===== src/rtl/id_hazard_stage.sv =====
`default_nettype none
// ============================================================================
// Module      : id_hazard_stage
// Description : Decode stage. Reads the IF/ID latch and the register file,
//               forwards operands, resolves control transfers and load-use
//               hazards, and registers the ID/EX latch.
// Revision    : 1.0 - initial release
// ============================================================================
module id_hazard_stage #(
    parameter int CNT_W = 16
) (
    input  logic              clk,
    input  logic              reset,
    input  logic [31:0]       Instruction_F,
    input  logic [31:0]       NPC_F,
    output logic [3:0]        rs_addr,
    output logic [3:0]        rt_addr,
    input  logic [31:0]       rs_data,
    input  logic [31:0]       rt_data,
    input  logic [3:0]        ex_rd,
    input  logic [3:0]        mem_rd,
    input  logic              ex_regwr,
    input  logic              mem_regwr,
    input  logic              ex_memrd,
    input  logic [31:0]       ex_result,
    input  logic [31:0]       mem_result,
    output logic              disable_PC,
    output logic              disable_IR,
    output logic              KILL,
    output logic [1:0]        PCsrc,
    output logic [31:0]       PC_offset,
    output logic [31:0]       PC_regRs,
    output logic [5:0]        op_E,
    output logic [3:0]        rd_E,
    output logic [31:0]       A_E,
    output logic [31:0]       B_E,
    output logic [31:0]       imm_E,
    output logic [31:0]       NPC_E,
    output logic              regwr_E,
    output logic              memrd_E,
    output logic              memwr_E,
    output logic [CNT_W-1:0]  stall_cnt,
    output logic [CNT_W-1:0]  kill_cnt
);

    localparam logic [5:0] c_OP_ALU_LAST = 6'd4;
    localparam logic [5:0] c_OP_ADDI     = 6'd5;
    localparam logic [5:0] c_OP_LW       = 6'd6;
    localparam logic [5:0] c_OP_SW       = 6'd7;
    localparam logic [5:0] c_OP_BEQ      = 6'd8;
    localparam logic [5:0] c_OP_BNE      = 6'd9;
    localparam logic [5:0] c_OP_J        = 6'd10;
    localparam logic [5:0] c_OP_CALL     = 6'd11;
    localparam logic [5:0] c_OP_JR       = 6'd12;
    localparam logic [3:0] c_LINK_REG    = 4'd15;

    localparam logic [1:0] c_PCSRC_SEQ   = 2'b00;
    localparam logic [1:0] c_PCSRC_OFS   = 2'b01;
    localparam logic [1:0] c_PCSRC_REG   = 2'b10;

    // ------------------------------------------------------------------
    // Field extraction and opcode classification
    // ------------------------------------------------------------------
    logic [5:0]  w_op;
    logic [3:0]  w_rd;
    logic [3:0]  w_rs;
    logic [3:0]  w_rt;
    logic [13:0] w_imm14;
    logic [25:0] w_off26;
    logic [31:0] w_imm_sext;
    logic [31:0] w_off_sext;

    assign w_op       = Instruction_F[31:26];
    assign w_rd       = Instruction_F[25:22];
    assign w_rs       = Instruction_F[21:18];
    assign w_rt       = Instruction_F[17:14];
    assign w_imm14    = Instruction_F[13:0];
    assign w_off26    = Instruction_F[25:0];
    assign w_imm_sext = {{18{w_imm14[13]}}, w_imm14};
    assign w_off_sext = {{6{w_off26[25]}}, w_off26};

    assign rs_addr = w_rs;
    assign rt_addr = w_rt;

    logic w_valid;
    logic w_is_alu;
    logic w_is_addi;
    logic w_is_lw;
    logic w_is_sw;
    logic w_is_beq;
    logic w_is_bne;
    logic w_is_j;
    logic w_is_call;
    logic w_is_jr;
    logic w_use_rs;
    logic w_use_rt;
    logic w_writes_reg;

    // The all-zero word would otherwise decode as AND r0,r0,r0; it is a bubble.
    assign w_valid      = (Instruction_F != 32'd0) && (w_op <= c_OP_JR);
    assign w_is_alu     = w_valid && (w_op <= c_OP_ALU_LAST);
    assign w_is_addi    = w_valid && (w_op == c_OP_ADDI);
    assign w_is_lw      = w_valid && (w_op == c_OP_LW);
    assign w_is_sw      = w_valid && (w_op == c_OP_SW);
    assign w_is_beq     = w_valid && (w_op == c_OP_BEQ);
    assign w_is_bne     = w_valid && (w_op == c_OP_BNE);
    assign w_is_j       = w_valid && (w_op == c_OP_J);
    assign w_is_call    = w_valid && (w_op == c_OP_CALL);
    assign w_is_jr      = w_valid && (w_op == c_OP_JR);

    assign w_use_rt     = w_is_alu || w_is_sw || w_is_beq || w_is_bne;
    assign w_use_rs     = w_use_rt || w_is_addi || w_is_lw || w_is_jr;
    assign w_writes_reg = w_is_alu || w_is_addi || w_is_lw || w_is_call;

    // ------------------------------------------------------------------
    // Per-operand bypass network: index 0 = rs, index 1 = rt
    // ------------------------------------------------------------------
    logic [1:0][3:0]  w_src_addr;
    logic [1:0][31:0] w_src_rf;
    logic [1:0][31:0] w_fwd_data;
    logic [1:0]       w_load_hit;

    assign w_src_addr[0] = w_rs;
    assign w_src_addr[1] = w_rt;
    assign w_src_rf[0]   = rs_data;
    assign w_src_rf[1]   = rt_data;

    genvar gi;
    generate
        for (gi = 0; gi < 2; gi++) begin : g_fwd
            logic w_nonzero;
            logic w_ex_match;
            logic w_ex_hit;
            logic w_mem_hit;

            assign w_nonzero  = (w_src_addr[gi] != 4'd0);
            assign w_ex_match = w_nonzero && ex_regwr && (ex_rd == w_src_addr[gi]);
            // A load in EX has no data yet; it may only be consumed from MEM.
            assign w_ex_hit   = w_ex_match && !ex_memrd;
            assign w_mem_hit  = w_nonzero && mem_regwr && (mem_rd == w_src_addr[gi]);
            assign w_load_hit[gi] = w_ex_match && ex_memrd;

            assign w_fwd_data[gi] = w_ex_hit  ? ex_result  :
                                    w_mem_hit ? mem_result :
                                                w_src_rf[gi];
        end
    endgenerate

    // ------------------------------------------------------------------
    // Hazard and control-transfer resolution
    // ------------------------------------------------------------------
    logic w_stall;
    logic w_eq;
    logic w_take_ofs;
    logic w_take_reg;
    logic w_transfer;

    assign w_stall    = (w_use_rs && w_load_hit[0]) || (w_use_rt && w_load_hit[1]);
    assign w_eq       = (w_fwd_data[0] == w_fwd_data[1]);
    assign w_take_ofs = w_is_j || w_is_call || (w_is_beq && w_eq) || (w_is_bne && !w_eq);
    assign w_take_reg = w_is_jr;
    // A branch still waiting on a load must not redirect on stale operands.
    assign w_transfer = !w_stall && (w_take_ofs || w_take_reg);

    always_comb begin
        PCsrc = c_PCSRC_SEQ;
        if (!w_stall) begin
            if (w_take_ofs) begin
                PCsrc = c_PCSRC_OFS;
            end else if (w_take_reg) begin
                PCsrc = c_PCSRC_REG;
            end
        end
    end

    assign disable_PC = w_stall;
    assign disable_IR = w_stall;
    assign KILL       = w_transfer;
    assign PC_offset  = NPC_F + ((w_is_j || w_is_call) ? w_off_sext : w_imm_sext);
    assign PC_regRs   = w_fwd_data[0];

    // ------------------------------------------------------------------
    // ID/EX latch
    // ------------------------------------------------------------------
    logic [5:0]  r_op_e;
    logic [3:0]  r_rd_e;
    logic [31:0] r_a_e;
    logic [31:0] r_b_e;
    logic [31:0] r_imm_e;
    logic [31:0] r_npc_e;
    logic        r_regwr_e;
    logic        r_memrd_e;
    logic        r_memwr_e;

    always_ff @(posedge clk or posedge reset) begin
        if (reset) begin
            r_op_e    <= 6'd0;
            r_rd_e    <= 4'd0;
            r_a_e     <= 32'd0;
            r_b_e     <= 32'd0;
            r_imm_e   <= 32'd0;
            r_npc_e   <= 32'd0;
            r_regwr_e <= 1'b0;
            r_memrd_e <= 1'b0;
            r_memwr_e <= 1'b0;
        end else if (w_stall || !w_valid) begin
            r_op_e    <= 6'd0;
            r_rd_e    <= 4'd0;
            r_a_e     <= 32'd0;
            r_b_e     <= 32'd0;
            r_imm_e   <= 32'd0;
            r_npc_e   <= 32'd0;
            r_regwr_e <= 1'b0;
            r_memrd_e <= 1'b0;
            r_memwr_e <= 1'b0;
        end else begin
            r_op_e    <= w_op;
            r_rd_e    <= w_is_call ? c_LINK_REG : w_rd;
            r_a_e     <= w_fwd_data[0];
            r_b_e     <= w_fwd_data[1];
            r_imm_e   <= w_imm_sext;
            r_npc_e   <= NPC_F;
            r_regwr_e <= w_writes_reg;
            r_memrd_e <= w_is_lw;
            r_memwr_e <= w_is_sw;
        end
    end

    assign op_E    = r_op_e;
    assign rd_E    = r_rd_e;
    assign A_E     = r_a_e;
    assign B_E     = r_b_e;
    assign imm_E   = r_imm_e;
    assign NPC_E   = r_npc_e;
    assign regwr_E = r_regwr_e;
    assign memrd_E = r_memrd_e;
    assign memwr_E = r_memwr_e;

    // ------------------------------------------------------------------
    // Saturating event counters
    // ------------------------------------------------------------------
    logic [CNT_W-1:0] r_stall_cnt;
    logic [CNT_W-1:0] r_kill_cnt;

    always_ff @(posedge clk or posedge reset) begin
        if (reset) begin
            r_stall_cnt <= '0;
            r_kill_cnt  <= '0;
        end else begin
            if (w_stall && (r_stall_cnt != '1)) begin
                r_stall_cnt <= r_stall_cnt + CNT_W'(1);
            end
            if (w_transfer && (r_kill_cnt != '1)) begin
                r_kill_cnt <= r_kill_cnt + CNT_W'(1);
            end
        end
    end

    assign stall_cnt = r_stall_cnt;
    assign kill_cnt  = r_kill_cnt;

endmodule
`default_nettype wire


===== config.mk =====
export PLATFORM = sky130hd
export DESIGN_NAME = id_hazard_stage
export DESIGN_NICKNAME = d
export VERILOG_FILES = /design/src/rtl/id_hazard_stage.sv
export SDC_FILE = /design/constraint.sdc
export NUM_CORES = 1
export LEC_CHECK = 0
export CAP_MARGIN = 25
export CORE_ASPECT_RATIO = 1.4
export CORE_UTILIZATION = 35
export DETAILED_ROUTE_END_ITERATION = 8
export PLACE_DENSITY = 0.75
export SYNTH_ARGS = -nofsm -noshare
export SYNTH_HDL_FRONTEND = slang
export SYNTH_SLANG_ARGS = --single-unit

===== constraint.sdc =====
create_clock -name clk -period 8.2 [get_ports clk]
set_input_delay 1.64 -clock clk [delete_from_list [all_inputs] [get_ports clk]]
set_output_delay 1.64 -clock clk [all_outputs]
set_load 0.03 [all_outputs]

# Word level (Yosys, flattened, before mapping)
# Cells that the tools add are included.
# classes
n_reduce_logical	51
n_div	0
n_eq_ne	15
n_lt_le_gt_ge	2
addsub	3
n_mul	0
shift	0
n_mux	18
bitwise_logic	0
# ops
operator	count
two-way mux 32 bit	9
adder 16 x 1 -> 16 bit, second input constant	2
adder 32 bit	1
equality test 32 bit	1
!= test 16 bit, second input constant	2
nonzero test 32 bit	1
equality test 6 x 4 -> 1 bit, second input constant	5
logical AND 1 bit	29
equality test 6 x 3 -> 1 bit, second input constant	3
equality test 4 bit	4
logical OR 1 bit	15
two-way mux 4 bit	2
nonzero test 4 bit	2
less-or-equal comparator 6 x 3 -> 1 bit, second input constant	1
less-or-equal comparator 6 x 4 -> 1 bit, second input constant	1
two-way mux 2 bit	3
two-way mux 6 bit	1
logical NOT 1 bit	4
two-way mux 1 bit	3
# totals
ram_bits	0
mem_count	0
mem_bits_ro	0
out_inout_bits	250
word_cells	100
latchBits	0
reg_bits	173

# Longest topological paths before layout
# logic_depth
depth_word	14
mapped_depth	22
ltp_nobuf	21

# Worst setup path before layout
# OpenSTA, ideal clock, no wires.
# synth_timing
path_type	input port to output port
start	in Instruction_F[18]
end	out PC_offset[31]
setup_slack_ps	813
path_buffers	1
t_arrival_ps	5747
cell_stages	21
required_time_ps	6560
cell_sequence	or2_2 -> o21ai_0 -> nor2b_1 -> nand2_1 -> a21o_1 -> o211ai_1 -> nor2_1 -> and2_0 -> nor2b_1 -> clkbuf_1 -> a21o_1 -> ha_1 -> a21o_1 -> a21o_1 -> a21oi_1 -> nand3b_1 -> o221ai_1 -> a21oi_1 -> a211oi_1 -> o21bai_1 -> xnor2_1
# synth_via
elab_chain_cells	6
elab_cells_between_ends	7
# synth_rtl
element	line	source
from (decl)	14	input logic [31:0] Instruction_F,
nonzero test 32 bit	100	assign w_valid = (Instruction_F != 32'd0) && (w_op <= c_OP_JR);
logical AND 1 bit	100	
logical AND 1 bit, on equally long branches	107, 108	
logical OR 1 bit	179	assign PC_offset = NPC_F + ((w_is_j || w_is_call) ? w_off_sext : w_imm_sext);
two-way mux 32 bit *	179	
adder 32 bit *	179	
to (decl)	31	output logic [31:0] PC_offset,
# Mark *: on every way between the ends. The rest lies on a longest branch, timed or not.

# Final worst setup path
# layout_timing
start	in Instruction_F[16]
end	out KILL
# layout_via
elab_chain_cells	13
elab_cells_between_ends	41
# layout_rtl
element	line	source
branches (longest 12 deep; another with two-way mux 32 bit)	n/a	
logical AND 1 bit *	163	assign w_transfer = !w_stall && (w_take_ofs || w_take_reg);
to (decl)	29	output logic KILL,
# Every way passes the cells marked *.

==> results by group <==
Status
  • Status: finished, final reports clean

Clock network
  • Post-CTS sizing: 0
  • H-tree depth: 4
  • Clock Pin Slew Worst Setup and Hold Paths: 0.06 ns
  • CTS hold repair buffers: 0
  • CTS Buffer Depth: 2
  • Num CTS Buffers: 17
  • Clock latency on the worst-skew pair: 0.45 ns
  • CTS tree: yes
  • Root Buffer Master: clkbuf_16
  • # Post-CTS Setup Buffers: 0
  • Clk sink count: 155

Routing
  • Drc violations: 0
  • Drt initial violations: 904
  • Post-route ant nets: 0
  • Drt via density: 5.54
  • DR vias: 12200
  • Routed WL per cell: 22.6 um
  • Final WL: 49900 um
  • DRT Pass-1 Iters: 6

Synth
  • Syn Std Cell Area: 11500 um^2
  • Register area share after synthesis: between 30% and 40%
  • Post-synth EDFFs: 0
  • Top cell type's share of synthesized area: 33.7%
  • Synth Area per Inst: roughly 8.6 um^2
  • Yosys cell types: 81
  • Largest area contributor in the netlist: dfrtp_1
  • Dominant synthesized flop cell: dfrtp_1
  • Synth top area cells: dfrtp_1 (34%), xnor2_1 (6.2%), xor2_1 (5.9%)
  • #FFs+latches synth: approximately 160
  • Syn Inst Count: between 1000 and 1500
  • Asr flop ratio synth: 100%
  • Synth Warn #: 0

Pwr
  • Comb power frac: 36.5%
  • Pwr per Cell Area: around 150 nW/um^2
  • Power, Total: 2610 uW
  • Pleak: 0.00736 uW
  • Worst vdd ir: approximately 0.13 mV
  • Register share of total power: 31.5%
  • Net Sw Frac: 36.0%
  • Internal power: 1670 uW
  • Net Sw Power: 939 uW
  • Clk pwr share: between 30% and 40%

Placement
  • RePlAce Congestion: 0.956
  • Placed Area: about 16000 um^2
  • Port Buffers: about 450
  • Hpwl dp: between 30000 and 40000 um

Worst setup path
  • Crit path launch type: input port
  • Required @ worst endpoint: 6.56 ns
  • Flop-to-flop setup slack: 5.87 ns
  • Worst Path Arrival: 6.30 ns
  • Setup CP Type: in2out
  • CP Launch Point: Instruction_F[16]
  • CP endpoint: KILL
  • Worst reg2reg path depth: 10
  • CP max FO: 18
  • R2R Path Start: stall_cnt[4]
  • Crit. End Element: primary output
  • Reg2reg end: stall_cnt[9]

Global routing
  • Vias in the first global route: 12100
  • Pin count of the biggest net entering global routing: 98
  • Overall global routing resource usage: 29.4%
  • Global Route met2 Usage: a little over half
  • Met3 Use GR: 6.16%
  • M1 GR Usage: 32.0%
  • First-pass GRT wire length: 73700 um
  • Grt ovf: 0
  • GRT busiest layer: met2
  • Initial antenna violation count: 2

STA
  • Clock Skews: 0.00497 ns
  • Final setup vio count: 0
  • Fin crit share: 96.8%
  • Min Tclk post-route: between 7 and 8 ns
  • Pins Over Slew Limit: 0
  • Worst Tran Pin Value: roughly 0.92 ns
  • Total negative slack: 0 ns
  • RSZ-0062 raised after global routing: false
  • Final Hold Viols: 0
  • Slew Limit Headroom: 38.7%
  • Fmax: 0.126 GHz

Layout
  • Fill cells: 3025
  • Final #Nets: approximately 2000
  • Layout cell share with drive strength beyond 1: 7.59%
  • Layout area overhead: 48.5%
  • Final core occ: 52.8%
  • Design area: 17100 um^2

Worst hold path
  • HP Class: reg2reg

Die
  • Die Area: ~34000 um^2
  • Core Region: about 32000 um^2
  • Die X-Extent: 155 um
  • Initial Utilization: 35.5%
  • I/O pins: 455
  • Cell Rows: 78
  • Chip height: 217 um

Job
  • Max-Cap Viols: 0
## power groups by stage
stage          combinational, uW  sequential, uW  clock, uW
3_5_place_dp                 942             837          0
3_3_place_gp                 941             836          0
6_report                     951             823        835
4_1_cts                      948             823        855
5_1_grt                     1000             827        881
2_1_floorplan                433             907          0
## cells by family after synthesis
| group | synth area share [%] |
|---|---|
| AND/OR/NAND/NOR | 20.1 |
| multiplexers | 1.68 |
| buffers and inverters | 6.62 |
| XOR/XNOR | 12.2 |
| AO/OA/AOI/OAI | 21.7 |
| other | 0.0326 |
| flip-flops | 33.7 |
| adder cells (fa/ha/maj) | 3.96 |
## worst max-delay path: stages
cell and delay, ns:
clkdlybuf4s50_1 0.60, xnor2_1 0.31, and4_1 0.33, nand2_2 0.30, buf_4 0.30, o221ai_1 0.18, a21oi_1 0.09, or4_1 0.49
a2111oi_2 0.37, a31oi_1 0.18, or4_1 0.55, a211oi_2 0.19, buf_4 0.15, inv_1 0.04, clkdlybuf4s50_1 0.58
## placed cells by master (no fill, tap or decap), types with 17 or more instances in the layout
cell and count:
a211oi_1 17, a21o_1 33, a21oi_1 84, a221o_1 21, and2_1 82, buf_4 67
clkbuf_16 17, clkdlybuf4s50_1 434, dfrtp_1 155, ha_1 34, inv_1 50, nand2_1 85
nand3_1 39, nor2_1 103, nor3_1 26, nor4_1 19, o21ai_0 62, o221ai_1 25
xnor2_1 82, xor2_1 77
## how the worst min path moves through the flow
| stage | slack, ns | to | startpoint | depth (start not counted) |
|---|---|---|---|---|
| CTS | 0.49 | stall_cnt[6] | stall_cnt[6] | 1 |
| global placement | 0.48 | stall_cnt[6] | stall_cnt[6] | 1 |
| floorplan | 0.66 | stall_cnt[6] | stall_cnt[6] | 1 |
| detailed placement | 0.48 | stall_cnt[6] | stall_cnt[6] | 1 |
| finish | 0.49 | stall_cnt[6] | stall_cnt[6] | 1 |
| global route | 0.51 | stall_cnt[6] | stall_cnt[6] | 1 |
## state kept, by name, indices dropped and copies added (netlist names)
name       flops
A_E           32
memwr_E        1
kill_cnt      16
memrd_E        1
regwr_E        1
imm_E         14
B_E           32
NPC_E         32
op_E           6
stall_cnt     16
rd_E           4
## cell usage after synthesis, drive strengths merged (34+ instances only)
cell type    n
dfrtp      155
and2        82
a21oi       84
buf         49
nand3       39
nand2       87
o21ai       65
xor2        77
ha          34
clkbuf      62
xnor2       83
nor2       105
inv         51
## layer usage
layer | routed length [um] | vias to the layer above
met5 | 0 | -
met4 | 2430 | 0
met3 | 3530 | 119
met2 | 25700 | 647
met1 | 18200 | 5861
li1 | - | 5608
## cell type report
class | instances | area [um^2] | area share [%]
Multi-Input combinational cell | 1020 | 6900 | 40.4
Timing Repair Buffer | 508 | 4960 | 29.0
Sequential cell | 155 | 3880 | 22.7
Tap cell | 440 | 551 | 3.22
Clock buffer | 19 | 453 | 2.65
Inverter | 51 | 196 | 1.15
Clock inverter | 13 | 153 | 0.893
Antenna cell | 1 | 2.50 | 0.0146
## stage by stage
step | setup slack, ns | hold slack [ns] | cells
after detailed placement | 0.195 | 0.477 | 2173
after global routing | 0.00893 | 0.513 | 2207
after global placement | 0.219 | 0.476 | 2173
after CTS | 0.155 | 0.490 | 2205
after floorplan | 0.813 | 0.659 | 1337
final | 0.260 | 0.489 | 2207
Power figures use the tool's default switching activity.
